--- config.mk ---
export PLATFORM = sky130hd
export DESIGN_NAME = clk_div_sched
export DESIGN_NICKNAME = d
export VERILOG_FILES = /design/src/rtl/clk_div_sched.sv
export SDC_FILE = /design/constraint.sdc
export NUM_CORES = 1
export LEC_CHECK = 0
export ABC_AREA = 1
export ABC_CLOCK_PERIOD_IN_PS = 3500
export CAP_MARGIN = 20
export CORE_MARGIN = 5
export CORE_UTILIZATION = 55
export DETAILED_ROUTE_END_ITERATION = 6
export DONT_BUFFER_PORTS = 1
export GPL_TIMING_DRIVEN = 1
export PLACE_DENSITY = 0.7
export REMOVE_ABC_BUFFERS = 1
export SLEW_MARGIN = 20
export SYNTH_ARGS = -nofsm -noshare
export SYNTH_HDL_FRONTEND = slang
export SYNTH_SLANG_ARGS = --single-unit
--- constraint.sdc ---
create_clock -name clk -period 3.5 [get_ports clk]
set_input_delay 0.525 -clock clk [delete_from_list [all_inputs] [get_ports clk]]
set_output_delay 0.525 -clock clk [all_outputs]
set_load 0.02 [all_outputs]
--- src/rtl/clk_div_sched.sv ---
// rtl/clk_div_sched.sv - runtime controller for a programmable clock divider with boundary-aligned updates
module clk_div_sched #(
    parameter int CNT_W   = 8,
    parameter int DEF_DIV = 2
) (
    input  logic             clk,
    input  logic             rst,
    input  logic             cfg_valid,
    output logic             cfg_ready,
    input  logic [CNT_W-1:0] cfg_div,
    input  logic             cfg_en,
    output logic             clk_out,
    output logic             tick,
    output logic             busy,
    output logic             err
);

    localparam logic [1:0] S_IDLE = 2'd0;
    localparam logic [1:0] S_RUN  = 2'd1;
    localparam logic [1:0] S_PEND = 2'd2;

    logic [1:0]       state_q, state_d;
    logic [CNT_W-1:0] cnt_q, cnt_d;
    logic [CNT_W-1:0] div_q, div_d;
    logic [CNT_W-1:0] sh_div_q, sh_div_d;
    logic             sh_en_q, sh_en_d;
    logic             clk_out_q, clk_out_d;
    logic             tick_q, tick_d;
    logic             err_q, err_d;

    logic             xfer;
    logic             legal;
    logic             take;
    logic             last;
    logic             running_d;

    // A pending update blocks further config until it has been applied.
    assign cfg_ready = (state_q != S_PEND);
    assign busy      = (state_q != S_IDLE);
    assign clk_out   = clk_out_q;
    assign tick      = tick_q;
    assign err       = err_q;

    // Next-state logic: updates land only on the last cycle of a period.
    always_comb begin
        state_d  = state_q;
        cnt_d    = cnt_q;
        div_d    = div_q;
        sh_div_d = sh_div_q;
        sh_en_d  = sh_en_q;

        xfer  = cfg_valid && cfg_ready;
        legal = (cfg_div >= CNT_W'(2));
        take  = xfer && legal;
        err_d = xfer && !legal;
        last  = (cnt_q == div_q - CNT_W'(1));

        case (state_q)
            S_IDLE: begin
                cnt_d = '0;
                if (take) begin
                    div_d = cfg_div;
                    if (cfg_en) begin
                        state_d = S_RUN;
                    end
                end
            end
            S_RUN: begin
                if (last) begin
                    cnt_d = '0;
                    if (take) begin
                        div_d   = cfg_div;
                        state_d = cfg_en ? S_RUN : S_IDLE;
                    end
                end else begin
                    cnt_d = cnt_q + CNT_W'(1);
                    if (take) begin
                        sh_div_d = cfg_div;
                        sh_en_d  = cfg_en;
                        state_d  = S_PEND;
                    end
                end
            end
            S_PEND: begin
                if (last) begin
                    cnt_d   = '0;
                    div_d   = sh_div_q;
                    state_d = sh_en_q ? S_RUN : S_IDLE;
                end else begin
                    cnt_d = cnt_q + CNT_W'(1);
                end
            end
            default: begin
                state_d = S_IDLE;
                cnt_d   = '0;
            end
        endcase

        // Outputs are registered from next-state values so they line up with cnt_q.
        running_d = (state_d != S_IDLE);
        clk_out_d = running_d && (cnt_d < (div_d >> 1));
        tick_d    = running_d && (cnt_d == div_d - CNT_W'(1));
    end

    // State and output registers with synchronous reset.
    always_ff @(posedge clk) begin
        if (rst) begin
            state_q   <= S_IDLE;
            cnt_q     <= '0;
            div_q     <= CNT_W'(DEF_DIV);
            sh_div_q  <= '0;
            sh_en_q   <= 1'b0;
            clk_out_q <= 1'b0;
            tick_q    <= 1'b0;
            err_q     <= 1'b0;
        end else begin
            state_q   <= state_d;
            cnt_q     <= cnt_d;
            div_q     <= div_d;
            sh_div_q  <= sh_div_d;
            sh_en_q   <= sh_en_d;
            clk_out_q <= clk_out_d;
            tick_q    <= tick_d;
            err_q     <= err_d;
        end
    end

endmodule

==> flow_summary.toml <==
[floorplanning]
fp.coreArea_um2 = 4320
die-area_um2 = 5840
die_w_um = 76.4
ioPinCount = 17
row_count = 24
die_h_um = 76.4
initial_core_util_pct = 56.1

[clock_network]
cts_setup_buffers = 0
h-tree-depth = 2
cts_buffer_depth = 2
cts_resized = 0
clkLatencyLatePin_ns = 0.29
cts-root-buf = "clkbuf_8"
clk_pin_slew_worst_paths_ns = 0.07
cts_made_buffers = 5
clkSinkCount = 30
hold_buffers = 0
tritoncts = "yes"

[finish]
instances_no_fill = 467
area_delta_synth_final_pct = 6.80
nets = 439
diodes = 0
drive_above_1_share_pct = 9.16
fillers = 443

[logic_synthesis]
synthTopCellsByCount = "nand2_1 (146), nor2_1 (54), nand3_1 (44)"
netlist_instances = 413
synth_area_um2 = 2430
ys_types = 32
yosysMostFrequentCell = "nand2_1"
yosys_warnings = 0
synth_area_leaders = "dfxtp_1 (25%), nand2_1 (23%), nand3_1 (9.1%)"
ys_seq_elements = 30
synthArstFlopShare_pct = 0
yosysTopAreaCellShare_pct = 24.7
synth_top_area_cell = "dfxtp_1"
synth_ff_type = "dfxtp_1"
synth_edf_count = 0
ys_seq_area_share_pct = 24.7
postSynthAreaPerCell_um2 = 5.88

[grt]
antenna_found_initial = 0
track_usage_pct = 21.6
grt_use_met2_pct = 33.5
grt_pass1_wl_um = 10500
grt-ovfl-total = 0
grtUsageMet3_pct = 4.14
busiest_layer = "met2"
grt_max_degree = 31
grt_pass1_vias = 2216
use_met1_pct = 29.8

[timing]
slew_viol_final = 0
finalCriticalPeriod_ns = 3.18
finalHoldViolCount = 0
max-slew-margin-rel_pct = 67.1
clock_skew_ns = 0.00490
setup_viol = 0
period_share_pct = 90.8
worstMarginPinSlew_ns = 0.493
setup_tns_ns = 0
clock.fmax_ghz = 0.315

[worst_setup_path]
path_max_fanout = 8
startpoint = "div_q[1]"
end_kind = "register"
rr_worst_depth = 23
worstReg2RegStart = "div_q[1]"
worstPathRequired_ns = 3.73
cp-start-kind = "register"
critPathKind = "reg -> reg"
cp.arrival_ns = 3.41

[drt]
drt_iter0_drc = 185
drc_errors = 0
via_count = 2486
first_pass_iters = 5
ant_nets = 0
routed_wl_um = 6220
wire_per_inst_um = 13.3
avgViaCountPerCell = 5.32

[pwr]
power.internal_uw = 690
ir_worst_vdd_mv = 0.226
pwr_density_cell_nw_per_um2 = 427
p_switching_uw = 417
sequentialPowerShare_pct = 34.8
power_frac_clock_pct = 30.3
p_comb_share_pct = 34.9
leakage_uw = 0.00130
p_sw_share_pct = 37.7

[placement]
post-dp-hpwl_um = 4770
dp.cells = 459
gp_congestion = 0.939
io_buffers = 0

[worst_hold_path]
hp-start = "rst"
worstHoldPathType = "in -> reg"
whs_path_depth = 1

[flow_run]
max-cap-violations = 0

[outcome]
status = "completed"
metrics by stage:
step	util [%]	total power [µW]	setup slack [ns]	hold slack, ns	cell area, µm²
2_1_floorplan	-	677	0.435	0.438	2370
3_3_place_gp	57.1	763	0.311	0.451	2470
3_5_place_dp	57.1	766	0.186	0.449	2470
4_1_cts	59.7	1110	0.185	0.290	2580
5_1_grt	60.0	1190	-0.00238	0.284	2590
6_report	60.0	1110	0.321	0.299	2590
logic make-up (layout without fill, tap and decap cells):
logic type,count (synthesis),in the layout,synth area share (%)
XOR/XNOR,10,10,3.61
AO/OA/AOI/OAI,30,30,7.32
AND/OR/NAND/NOR,273,273,48.1
buffers and inverters,57,59,9.54
adder cells (fa/ha/maj),13,13,6.70
flip-flops,30,30,24.7
flip-flops by register name, summed over array words and instances, names as in the netlist:
name,count
sh_div_q,8
tick,1
cnt_q,8
clk_out,1
sh_en_q,1
err,1
state_q,2
div_q,8
per-layer routing:
layer  routed length, µm  share of wire, %
met5                   0                 0
met4                  86               1.4
met3                 315               5.1
met2                2760                44
met1                3050                49
worst paths after layout:
check / end / slack [ns]
min: sh_div_q[5] / 0.30
min reg2reg: sh_div_q[5] / 0.46
max reg2reg: tick / 0.32
max: tick / 0.32
critical path, cell delays in order, from the launching register on:
cell and delay (ns):
dfxtp_1 0.41, inv_1 0.08, ha_1 0.29, nand2_1 0.06, inv_1 0.04, nor2_1 0.07, nand2_1 0.06, nor2_1 0.09
nand3_1 0.12, nor2_4 0.21, nand3_1 0.13, nand2_1 0.20, nand2_1 0.08, nand3_1 0.12, o21ai_2 0.10, ha_1 0.33
xor2_1 0.17, nor2_1 0.09, nand2_1 0.06, nor2_1 0.10, nand3_1 0.06, nor2_1 0.09, nand3_1 0.07, nor2_1 0.09
power groups by stage:
stage / Clock [µW] / Combinational (µW) / Sequential (µW)
final: 336 / 386 / 386
after global placement: 0 / 370 / 393
after CTS: 346 / 375 / 385
after detailed placement: 0 / 373 / 393
after floorplan: 0 / 291 / 386
after global routing: 364 / 436 / 388
layout by cell type, fill, tap and decap left out, types with 2 or more instances in the layout:
master and instances:
xor2_1 9, clkbuf_8 8, nand2_1 146, ha_1 13
nor2_4 3, o21ai_2 2, inv_2 7, or2_2 2
nand4_1 5, nor2_2 2, nand3_1 44, o21ai_0 8
nand3b_1 7, inv_1 39, dfxtp_1 29, nor3_1 2
nand2_2 6, o211ai_1 2, nor2_1 54, a21oi_1 13
buf_4 5
area by class of cell:
class | instances | area [µm²] | share of cell area, %
Tap cell | 52 | 65.1 | 2.51
Inverter | 46 | 173 | 6.66
Timing Repair Buffer | 5 | 37.5 | 1.45
Sequential cell | 30 | 602 | 23.2
Multi-Input combinational cell | 326 | 1610 | 61.9
Clock buffer | 8 | 110 | 4.25
(Power assumes the default switching activity.)
